===== config.mk =====
export PLATFORM = sky130hd
export DESIGN_NAME = ee354_detour_dir_ctrl
export DESIGN_NICKNAME = d
export VERILOG_FILES = /design/src/rtl/ee354_detour_pkg.sv /design/src/rtl/ee354_detour_debounce.sv /design/src/rtl/ee354_detour_dir_ctrl.sv
export SDC_FILE = /design/constraint.sdc
export NUM_CORES = 1
export LEC_CHECK = 0
export ABC_AREA = 1
export CAP_MARGIN = 10
export CORE_ASPECT_RATIO = 1.75
export CORE_MARGIN = 2
export CORE_UTILIZATION = 50
export DETAILED_ROUTE_END_ITERATION = 6
export HOLD_SLACK_MARGIN = 0.1
export PLACE_DENSITY = 0.68
export SLEW_MARGIN = 20
export SYNTH_ARGS = -nofsm -noshare
export SYNTH_HDL_FRONTEND = slang
export SYNTH_SLANG_ARGS = --single-unit

===== constraint.sdc =====
create_clock -name Clk -period 1.85 [get_ports Clk]
set_input_delay 0.2775 -clock Clk [delete_from_list [all_inputs] [get_ports Clk]]
set_output_delay 0.2775 -clock Clk [all_outputs]
set_load 0.02 [all_outputs]

===== src/rtl/ee354_detour_pkg.sv =====
// Shared types and constants for the detour-sign front-end and the detour state machine.
package ee354_detour_pkg;

  typedef enum logic [2:0] {
    INI  = 3'd0,
    WQ   = 3'd1,
    SCEN = 3'd2,
    CCR  = 3'd3,
    WFCR = 3'd4
  } deb_state_e;

  localparam int unsigned DEF_DEB_CYCLES  = 1000000;
  localparam int unsigned DEF_STEP_CYCLES = 25000000;
  localparam int unsigned DEF_CNT_W       = 25;

  localparam logic DIR_LEFT  = 1'b1;
  localparam logic DIR_RIGHT = 1'b0;

  typedef struct packed {
    logic change;
    logic dir;
  } dir_req_t;

  // Coincident pulses cancel; a request for the current direction is not a change.
  function automatic dir_req_t dir_decode(input logic l_pulse, input logic r_pulse,
                                          input logic cur_dir);
    dir_req_t req;
    req.dir = cur_dir;
    if (l_pulse && !r_pulse) begin
      req.dir = DIR_LEFT;
    end else if (r_pulse && !l_pulse) begin
      req.dir = DIR_RIGHT;
    end
    req.change = (req.dir != cur_dir);
    return req;
  endfunction

endpackage


===== src/rtl/ee354_detour_debounce.sv =====
// Two-flop synchronizer plus debounce FSM; emits one pulse per accepted press.
module ee354_detour_debounce
  import ee354_detour_pkg::*;
#(
  parameter int unsigned DEB_CYCLES = DEF_DEB_CYCLES,
  parameter int unsigned CNT_W      = DEF_CNT_W
) (
  input  logic       Clk,
  input  logic       reset,
  input  logic       Btn_raw,
  output logic       Btn_pulse,
  output deb_state_e q_state
);

  localparam logic [CNT_W-1:0] DebLast = CNT_W'(DEB_CYCLES - 1);

  if (DEB_CYCLES < 1) begin : g_bad_deb
    $error("DEB_CYCLES must be at least 1");
  end

  logic             r_sync1;
  logic             r_sync2;
  deb_state_e       r_state;
  deb_state_e       w_state_nxt;
  logic [CNT_W-1:0] r_cnt;
  logic [CNT_W-1:0] w_cnt_nxt;

  always_ff @(posedge Clk) begin
    if (reset) begin
      r_sync1 <= 1'b0;
      r_sync2 <= 1'b0;
    end else begin
      r_sync1 <= Btn_raw;
      r_sync2 <= r_sync1;
    end
  end

  always_ff @(posedge Clk) begin
    if (reset) begin
      r_state <= INI;
      r_cnt   <= '0;
    end else begin
      r_state <= w_state_nxt;
      r_cnt   <= w_cnt_nxt;
    end
  end

  always_comb begin
    w_state_nxt = r_state;
    w_cnt_nxt   = r_cnt;
    unique case (r_state)
      INI: begin
        w_cnt_nxt = '0;
        if (r_sync2) begin
          w_state_nxt = WQ;
        end
      end
      WQ: begin
        if (!r_sync2) begin
          w_state_nxt = INI;
          w_cnt_nxt   = '0;
        end else if (r_cnt == DebLast) begin
          w_state_nxt = SCEN;
          w_cnt_nxt   = '0;
        end else begin
          w_cnt_nxt = r_cnt + CNT_W'(1);
        end
      end
      // The pulse cycle ignores the input; release tracking starts from CCR.
      SCEN: begin
        w_state_nxt = CCR;
        w_cnt_nxt   = '0;
      end
      CCR: begin
        w_cnt_nxt = '0;
        if (!r_sync2) begin
          w_state_nxt = WFCR;
        end
      end
      WFCR: begin
        if (r_sync2) begin
          w_state_nxt = CCR;
          w_cnt_nxt   = '0;
        end else if (r_cnt == DebLast) begin
          w_state_nxt = INI;
          w_cnt_nxt   = '0;
        end else begin
          w_cnt_nxt = r_cnt + CNT_W'(1);
        end
      end
      default: begin
        w_state_nxt = INI;
        w_cnt_nxt   = '0;
      end
    endcase
  end

  assign Btn_pulse = (r_state == SCEN);
  assign q_state   = r_state;

endmodule


===== src/rtl/ee354_detour_dir_ctrl.sv =====
// Button front-end for the detour sign: debounced direction latch and a step pacer that
// restarts on every direction change.
module ee354_detour_dir_ctrl
  import ee354_detour_pkg::*;
#(
  parameter int unsigned DEB_CYCLES  = DEF_DEB_CYCLES,
  parameter int unsigned STEP_CYCLES = DEF_STEP_CYCLES,
  parameter int unsigned CNT_W       = DEF_CNT_W
) (
  input  logic Clk,
  input  logic reset,
  input  logic BtnL,
  input  logic BtnR,
  output logic L_Rbar,
  output logic Step_En,
  output logic Dir_Changed
);

  localparam logic [CNT_W-1:0] StepLast = CNT_W'(STEP_CYCLES - 1);

  if (STEP_CYCLES < 2) begin : g_bad_step
    $error("STEP_CYCLES must be at least 2");
  end

  logic             w_l_pulse;
  logic             w_r_pulse;
  deb_state_e       w_l_state;
  deb_state_e       w_r_state;
  dir_req_t         w_req;
  logic             r_l_rbar;
  logic             r_dir_changed;
  logic [CNT_W-1:0] r_step_cnt;
  logic             w_step_wrap;

  ee354_detour_debounce #(
    .DEB_CYCLES(DEB_CYCLES),
    .CNT_W     (CNT_W)
  ) u_deb_l (
    .Clk      (Clk),
    .reset    (reset),
    .Btn_raw  (BtnL),
    .Btn_pulse(w_l_pulse),
    .q_state  (w_l_state)
  );

  ee354_detour_debounce #(
    .DEB_CYCLES(DEB_CYCLES),
    .CNT_W     (CNT_W)
  ) u_deb_r (
    .Clk      (Clk),
    .reset    (reset),
    .Btn_raw  (BtnR),
    .Btn_pulse(w_r_pulse),
    .q_state  (w_r_state)
  );

  assign w_req       = dir_decode(w_l_pulse, w_r_pulse, r_l_rbar);
  assign w_step_wrap = (r_step_cnt == StepLast);

  always_ff @(posedge Clk) begin
    if (reset) begin
      r_l_rbar      <= DIR_RIGHT;
      r_dir_changed <= 1'b0;
      r_step_cnt    <= '0;
    end else begin
      r_dir_changed <= w_req.change;
      if (w_req.change) begin
        r_l_rbar <= w_req.dir;
      end
      // A direction change restarts the period so the new sequence gets a full first step.
      if (w_req.change || w_step_wrap) begin
        r_step_cnt <= '0;
      end else begin
        r_step_cnt <= r_step_cnt + CNT_W'(1);
      end
    end
  end

  assign L_Rbar      = r_l_rbar;
  assign Dir_Changed = r_dir_changed;
  assign Step_En     = w_step_wrap;

  a_l_scen_once: assert property (@(posedge Clk) disable iff (reset)
    (w_l_state == SCEN) |=> (w_l_state == CCR));
  a_r_scen_once: assert property (@(posedge Clk) disable iff (reset)
    (w_r_state == SCEN) |=> (w_r_state == CCR));

endmodule


==> flow_summary_export.csv <==
group,metric,value,unit
floorplan,core-area,8670,sq um
global_route,grt_pass1_wl,16600,microns
global_route,grt_start_max_net_pins,26,
timing,final-max-slew-violation-count,0,
yosys,synth_area_per_cell,6.72,sq um
clock_network,path_clk_slew,0.06,ns
floorplan,pin_count,7,
worst_setup_path,cp-end-kind,"primary output",
placement,gp_congestion,0.930,
yosys,syn_area,4480,sq um
global_route,grt_util_met3,4.04,%
timing,finalHoldViolations,0,
yosys,syn_nets,673,
pwr,p_int,0.00361,W
clock_network,htreeDepth,3,
placement,portBuffers,6,
drt,dr_total_vias,4072,
placement,dpl_worst_slack,-0.0309,ns
worst_setup_path,required,1.57,ns
cells_and_area,layout_commonest_cell,"nor2_1",
clock_network,cts_buffers,9,
global_route,overflow,0,
placement,hpwlAfterDp,7330,microns
timing,skew,0.00696,ns
run,cap_violations,0,
clock_network,cts_tree,"done",
global_route,grt_use_met2,40.8,%
yosys,synth_top_area_share,38.9,%
timing,hold-worst-slack,0.407,ns
cells_and_area,final_cell_area,5220,sq um
timing,tightest_slew,0.599,ns
yosys,ys_types,31,
pwr,powerDensity,956,nW/um^2
drt,postRouteAntennaNets,0,
pwr,power_leakage,1.93,nW
floorplan,die_area,9750,sq um
cells_and_area,final_core_util,60.2,%
timing,setup_violations,0,
clock_network,ctsHoldBuffers,0,
outcome,status,"finished clean",
yosys,postSynthCellCount,666,
cells_and_area,n_antenna_cell,0,
yosys,synth_seq_cells,87,
drt,viasPerCell,4.92,
floorplan,rows,45,
cells_and_area,nFillCells,860,
pwr,p_seq_share,42.4,%
pwr,peakVddDrop,0.000767,V
drt,drtIter0Drc,154,
pwr,swShare,27.6,%
drt,drt-wirelength-per-cell,11.7,microns
pwr,netSwitchingPower,0.00137,W
drt,totalWireLength,9680,microns
cells_and_area,stdcell_count,828,
timing,relSlewSlack,59.7,%
worst_setup_path,crit_path_max_fanout,2,
timing,final.period_utilization,93.3,%
worst_setup_path,cp-start-kind,"flop",
global_route,antenna_found_initial,0,
drt,drc,0,
yosys,synthTopCellsByArea,"dfxtp_1 39%, nor2_1 15%, nand2_1 12%, inv_1 6.3%, xor2_1 5.3%",
worst_setup_path,r2r_slack,0.19,ns
clock_network,clk_path_buf_depth,2,
clock_network,root_buffer,"clkbuf_16",
timing,max_freq,0.579,GHz
yosys,synth_warnings,0,
floorplan,die_y,129,microns
timing,rsz0062_at_grt,"no",
drt,firstDrtPassIters,4,
floorplan,die_w,75.5,microns
cells_and_area,drive_gt1_share,9.99,%
cells_and_area,fin_nets,713,
global_route,grt_use_met1,22.1,%
worst_setup_path,worstSetupPathType,"reg2out",
clock_network,clock_latency,0.34,ns
yosys,yosysSeqAreaShare,38.9,%
clock_network,cts.sinks,87,
cells_and_area,mostFrequentLayoutCells,"178 x nor2_1, 141 x nand2_1, 85 x dfxtp_1",
timing,fin_ws,0.123,ns
placement,dpl-instance-area,4860,sq um
global_route,grt_use_total,21.9,%
timing,fin_crit,1.73,ns
worst_setup_path,cp.arrival,1.45,ns
cells_and_area,synthToLayoutAreaGrowth,16.6,%
pwr,comb_power_share,18.3,%
hold_path,hold_class,"reg2reg",
yosys,yosysTopAreaCell,"dfxtp_1",
global_route,grt_pass1_vias,3940,
floorplan,floorplan.initialDensity,51.6,%
global_route,grt_most_used_layer,"met2",
placement,dpl.cell_count,811,
pwr,clkPwrFrac,39.3,%
-- metal layers --
| metal | vias to the layer above | wire (microns) |
|---|---|---|
| li1 | 2156 | - |
| met1 | 1834 | 3810 |
| met2 | 55 | 5330 |
| met3 | 27 | 202 |
| met4 | 0 | 342 |
| met5 | - | 0 |
-- layout make-up --
| type | instances | area, sq um | share of cell area [%] |
|---|---|---|---|
| Timing Repair Buffer | 36 | 312 | 5.97 |
| Tap cell | 117 | 146 | 2.81 |
| Sequential cell | 87 | 1740 | 33.4 |
| Clock inverter | 3 | 65.1 | 1.25 |
| Multi-Input combinational cell | 495 | 2400 | 46.0 |
| Inverter | 77 | 289 | 5.54 |
| Clock buffer | 13 | 260 | 4.99 |
-- final timing paths --
check | end | cells past startpoint | start
min reg2reg | u_deb_l.r_sync2 | 2 | u_deb_l.r_sync1
min | u_deb_l.r_sync2 | 2 | u_deb_l.r_sync1
max | Step_En | 8 | r_step_cnt[1]
max reg2reg | u_deb_r.r_cnt[19] | 11 | u_deb_r.r_cnt[0]
-- power by group through the flow --
stage	logic (W)	registers (W)	clock network [W]
after global routing	0.00104	0.00213	0.00206
after global placement	0.000871	0.00213	0
after CTS	0.000903	0.00210	0.00201
after detailed placement	0.000890	0.00214	0
after floorplan	0.000691	0.00213	0
final	0.000911	0.00211	0.00196
-- registers in the layout (all words and copies together), names as in the netlist, 3 cells and up --
| name | cells |
|---|---|
| u_deb_r.q_state | 3 |
| u_deb_l.r_cnt | 25 |
| u_deb_r.r_cnt | 25 |
| u_deb_l.q_state | 3 |
| r_step_cnt | 25 |
-- worst max-delay path, stage by stage (launching register included) --
cell,delay (ns)
dfxtp_2,0.35
ha_4,0.14
nand3_2,0.09
nor2_2,0.13
nand2_1,0.06
inv_1,0.06
nand3_1,0.09
inv_1,0.07
buf_4,0.13
-- synthesized netlist by cell type --
| master | instances |
|---|---|
| inv_1 | 75 |
| nor2_4 | 5 |
| ha_1 | 3 |
| nor3_1 | 20 |
| nand4_1 | 12 |
| o21bai_1 | 3 |
| inv_2 | 2 |
| nor3_2 | 1 |
| nand3_1 | 44 |
| nand2_2 | 2 |
| a31oi_1 | 2 |
| and3_1 | 1 |
| xnor2_1 | 15 |
| a21oi_2 | 1 |
| nand3_2 | 2 |
| and2_1 | 1 |
| a21oi_1 | 11 |
| o21ai_0 | 6 |
| buf_2 | 1 |
| clkbuf_1 | 1 |
| nor2_1 | 179 |
| nand2_4 | 1 |
| dfxtp_1 | 87 |
| o22ai_1 | 2 |
| nand3b_1 | 4 |
| nor3b_1 | 5 |
| o21ai_2 | 1 |
| nor2_2 | 6 |
| xor2_1 | 27 |
| nand2_1 | 141 |
| buf_6 | 5 |
-- kinds of logic after synthesis --
kind of cell	Yosys count	synth area share, %
AO/OA/AOI/OAI	26	3.35
XOR/XNOR	42	8.22
adder cells (fa/ha/maj)	3	0.839
buffers and inverters	84	7.91
flip-flops	87	38.9
AND/OR/NAND/NOR	424	40.8
-- stage by stage --
step / total power (W) / setup TNS (ns)
finish: 0.00499 / 0
global route: 0.00523 / 0
CTS: 0.00501 / 0
detailed placement: 0.00303 / -0.0309
global placement: 0.00300 / -0.00757
floorplan: 0.00283 / 0
-- repair_timing --
item | 4_1_cts | 5_1_grt
endpoints found under the setup margin | 1 | 3
pin swaps | 0 | 3
buffers inserted | 0 | 1
gates cloned | 0 | 0
gates resized for setup | 4 | 8
Power figures use the tool's default switching activity.
==> RTL edit 1, RTL diff (same settings) <==
The package constant `DEF_CNT_W` goes from 25 to 21.
--- a/src/rtl/ee354_detour_pkg.sv
+++ b/src/rtl/ee354_detour_pkg.sv
@@ -12,5 +12,5 @@
   localparam int unsigned DEF_DEB_CYCLES  = 1000000;
   localparam int unsigned DEF_STEP_CYCLES = 25000000;
-  localparam int unsigned DEF_CNT_W       = 25;
+  localparam int unsigned DEF_CNT_W       = 21;
 
   localparam logic DIR_LEFT  = 1'b1;
Behaviour: same outputs for any inputs over 10 cycles, from zero or initial values and one cycle with reset high; that may be too few to reach the edited logic, so the function may still have changed.
==> RTL edit 1 against the original RTL <==
- sequential cell count shrank 12
- worst setup slack improved by 0.063 ns
- wire length is 15% lower
- area after synthesis is 12% lower
- combinational power shrank 14%
- total power decreased by 4.4%
- design area is 12% lower
- critical endpoint unchanged
- largest power group is now clock
==> RTL edit 1: results (changes against the original RTL) <==
Synth:
- Ranked by total cell area, the synthesized netlist is headed by sky130_fd_sc_hd__dfxtp_1 (38%), sky130_fd_sc_hd__nand2_1 (12%), sky130_fd_sc_hd__nor2_1 (12%).
- The xor and xnor fraction of the mapped netlist area is 5.35% (-2.9 points).
- The synthesized-area fraction occupied by ao, oa, aoi and oai cells came to 4.30% (+0.95 points).
- The adder-cell area share of the yosys netlist came to 0.956% (+0.12 points).
- Counting instances in the post-synthesis netlist gives the leading cell types as sky130_fd_sc_hd__nand2_1 (129), sky130_fd_sc_hd__nor2_1 (125), sky130_fd_sc_hd__inv_1 (78).
- The mean instance size in the synthesized netlist is 6.67 um2 (-0.80%).

Drt:
- The wire length on met2 is 4.44 mm (-17%).
- The number of detailed-route iterations in the first pass is 5 (+1).
- The met3 wire length is 157 um (-22%).
- The routed metal-1 wire length came to 3.29 mm (-14%).
- The average wire per standard cell is 11.6 um (-1.1%).

Power:
- The total leakage power is 1.84 nW (-4.6%).
- The peak supply drop is 0.000739 V (-3.7%).
- The switching power as a share of total power came to 26.6% (-0.98 points).

GRT:
- The first-pass GRT wire length is 14.2 mm (-14%).
- The via count of the first global-routing pass is 3,485 (-12%).
- The total routing resource utilization after global routing is 20.8% (-1.0 points).
- The met3 usage in global routing is 2.33% (-1.7 points).

Place:
- The HPWL after detailed placement is 6.19 mm (-16%).
- The placer's final routability congestion estimate came to 0.903 (-2.9%).
- The minimum setup slack after placement is 0.0706 ns (+0.102 ns).
- The number of cells in the design after placement is 695 (-14%).

Timing:
- The slew at the pin closest to its max-slew limit is 0.375 ns (-0.224 ns).
- The final worst-path setup slack came to 0.186 ns (+0.0628 ns).

Setup path:
- The highest-delay cell along the critical path is sky130_fd_sc_hd__dfxtp_1.
- The worst reg2reg path endpoint is u_deb_l.r_cnt[20]$_SDFF_PP0_.
- The startpoint of the worst setup timing path is r_step_cnt[5]$_SDFF_PP0_.
- The worst-path maximum fanout came to 3 (+1).
- The worst register-to-register path begins at u_deb_l.r_cnt[1]$_SDFF_PP0_.

Final layout:
- The net total in the final layout is 625 (-12%).
- The largest registers in the layout are r_step_cnt: 21 flops, u_deb_l.r_cnt: 21 flops, u_deb_r.r_cnt: 21 flops.
- The filler-free cell count of the finished design is 711 (-14%).
- The share of final-layout standard cells stronger than drive strength 1 is 9.31% (-0.68 points).
- The area of the multi-input gates is 2080 um2 (-13%).

Run status:
- The run finished with clean final reports.
RTL edit 1: cell count changes in the layout (fill, tap and decap cells not counted), sizes merged, moves of 9 or more:
cell   change
nor2      -60
dfxtp     -12
nand3      +9
nand2     -10
xor2      -10
buf       -14
RTL edit 1: final cells by class:
type / instances / share of cell area, %
Timing Repair Buffer: 23 / 4.27
Inverter: 81 / 6.65
Multi-Input combinational cell: 428 / 45.6
Tap cell: 88 / 2.41
Clock buffer: 10 / 5.23
Sequential cell: 75 / 32.8
Clock inverter: 6 / 2.98
RTL edit 1: timing repair:
item | CTS | global route
setup endpoints to repair | 1 | 1
setup buffers | 0 | 0
resized for setup | 2 | 2
RTL edit 1: power by group through the flow:
| stage | combinational, mW | sequential, mW | clock (mW) |
|---|---|---|---|
| floorplan | 0.575 | 1.86 | 0 |
| global placement | 0.757 | 1.84 | 0 |
| detailed placement | 0.776 | 1.85 | 0 |
| CTS | 0.788 | 1.81 | 2.21 |
| global route | 0.897 | 1.83 | 2.28 |
| finish | 0.780 | 1.81 | 2.18 |
==> RTL edit 2, RTL diff (config.mk and constraints unchanged) <==
Made on the original files. Make the reset (`reset`) asynchronous in 3 clocked blocks.
--- a/src/rtl/ee354_detour_debounce.sv
+++ b/src/rtl/ee354_detour_debounce.sv
@@ -26,5 +26,5 @@
   logic [CNT_W-1:0] w_cnt_nxt;
 
-  always_ff @(posedge Clk) begin
+  always_ff @(posedge Clk or posedge reset) begin
     if (reset) begin
       r_sync1 <= 1'b0;
@@ -36,5 +36,5 @@
   end
 
-  always_ff @(posedge Clk) begin
+  always_ff @(posedge Clk or posedge reset) begin
     if (reset) begin
       r_state <= INI;
--- a/src/rtl/ee354_detour_dir_ctrl.sv
+++ b/src/rtl/ee354_detour_dir_ctrl.sv
@@ -58,5 +58,5 @@
   assign w_step_wrap = (r_step_cnt == StepLast);
 
-  always_ff @(posedge Clk) begin
+  always_ff @(posedge Clk or posedge reset) begin
     if (reset) begin
       r_l_rbar      <= DIR_RIGHT;
Check against the original RTL: same outputs for any inputs over 10 cycles, from zero or initial values and one cycle with reset high; that may be too few to reach the edited logic, so the function may still have changed.
==> RTL edit 2 against the original RTL <==
- area after synthesis rose by 12%
- cell count is 3.5% higher
- total power increased by 7.1%
- wire length increased by 20%
- first-iteration DRC count is 23% higher
- sequential cell count stayed put
- via count up 7.3%
- fmax is 5.2% lower
- count of clock-buffer cells in the layout shrank 4
- register-to-register slack lost 0.03 ns
- die area grew 12%
- design area rose by 10%
- worst setup slack worse by 0.095 ns
==> RTL edit 2: results (changes against the original RTL) <==
Setup path:
- The startpoint identified for the worst register-to-register timing path is u_deb_l.r_cnt[0]$_DFF_PP0_.
- The endpoint identified for the worst register-to-register timing path is u_deb_l.r_cnt[22]$_DFF_PP0_.
- The critical path arrival is 1.54 ns (+0.09 ns).

GRT:
- The first-pass GRT wire length was 19.6 mm (+18%).
- The largest net degree at the start of global routing is 88 (+240%).
- The via count of the first global-routing pass is 4,407 (+12%).
- The total routing resource utilization after global routing is 23.6% (+1.8 points).
- The met3 usage in global routing is 4.22% (+0.18 points).
- The met1 global-route usage was 22.6% (+0.54 points).

Timing:
- The final worst hold slack is 0.349 ns (-0.0587 ns).
- The clock skew after layout came to 0.0104 ns (+0.00340 ns).

Synth:
- The mean instance size in the synthesized netlist came to 7.31 um2 (+8.8%).
- Ranked by total cell area, the synthesized netlist is headed by sky130_fd_sc_hd__dfrtp_1 (43%), sky130_fd_sc_hd__nand2_1 (14%), sky130_fd_sc_hd__nor2_1 (11%).
- The dominant cell type by area after synthesis is sky130_fd_sc_hd__dfrtp_1.
- The number of library cell types mapped by synthesis is 36 (+16%).
- The proportion of synthesized chip area in sequential cells came to 43.3% (+4.4 points).
- The most common cell in the synthesized netlist is sky130_fd_sc_hd__nand2_1.

Drt:
- The average wire per standard cell is 13.6 um (+16%).
- The routed via count divided by cell count came to 5.10 (+3.6%).
- The DRC marker count from the first detailed-route iteration is 189 (+23%).
- The met3 wire length came to 228 um (+13%).
- The routed metal-1 wire length is 4.21 mm (+11%).
- The wire length on met2 was 6.57 mm (+23%).

Place:
- The placer's final routability congestion estimate came to 0.944 (+1.6%).
- The total cell area at the placement stage is 5430 um2 (+12%).
- The minimum setup slack after placement is -0.0475 ns (-0.0166 ns).
- The HPWL after detailed placement is 8.96 mm (+22%).

Final layout:
- The number of inserted filler cells in the final layout is 935 (+8.7%).
- The net total in the final layout is 735 (+3.1%).
- The share of final-layout standard cells stronger than drive strength 1 is 12.2% (+2.2 points).

Power:
- The peak supply drop is 0.000615 V (-20%).

Run status:
- The flow ran to the end, and the final reports show no timing, DRC or antenna violations.

Hold path:
- The path with the worst hold slack has its endpoint at u_deb_r.r_sync2$_DFF_PP0_.
- The critical hold path startpoint is u_deb_r.r_sync1$_DFF_PP0_.
RTL edit 2: worst max-delay path by stage:
stage                                  endpoint                        from  slack (ns)
floorplan                               Step_En     r_step_cnt[0]$_DFF_PP0_        0.21
global placement                        Step_En    r_step_cnt[10]$_DFF_PP0_        -0.1
detailed placement                      Step_En    r_step_cnt[10]$_DFF_PP0_       -0.05
CTS                                     Step_En    r_step_cnt[10]$_DFF_PP0_        0.03
global route        u_deb_l.r_cnt[22]$_DFF_PP0_  u_deb_l.r_cnt[0]$_DFF_PP0_      -0.003
finish                                  Step_En    r_step_cnt[10]$_DFF_PP0_        0.03
RTL edit 2: power breakdown:
group	switching (mW)	internal, mW
sequential	0.140	2.06
clock	0.751	1.19
combinational	0.800	0.406
RTL edit 2: worst max-delay path, cell delays in order, from the launching register on:
cell	delay (ns)
sky130_fd_sc_hd__dfrtp_1	0.38
sky130_fd_sc_hd__nor4_1	0.27
sky130_fd_sc_hd__nand4_1	0.20
sky130_fd_sc_hd__nor3_1	0.17
sky130_fd_sc_hd__buf_2	0.19
RTL edit 2: layout make-up:
| cell class | count | area (um2) | share of cell area [%] |
|---|---|---|---|
| multi-input combinational | 506 | 2460 | 42.9 |
| sequential | 87 | 2180 | 37.9 |
| inverter | 88 | 334 | 5.82 |
| timing repair buffer | 36 | 293 | 5.10 |
| clock buffer | 9 | 225 | 3.92 |
| tap | 125 | 156 | 2.72 |
| clock inverter | 6 | 95.1 | 1.66 |
RTL edit 2: logic make-up after synthesis:
family          count (synthesis)  share of synthesized area [%]
flops                          87                           43.3
simple gates                  445                           39.6
compound gates                 24                           2.76
xor+xnor                       34                           5.93
buf+inv                        94                           7.67
fa+ha+maj                       3                          0.747
RTL edit 2: timing repair:
item | CTS | global route
resized for setup | 5 | 1
pin swaps | 1 | 0
setup endpoints to repair | 1 | 2
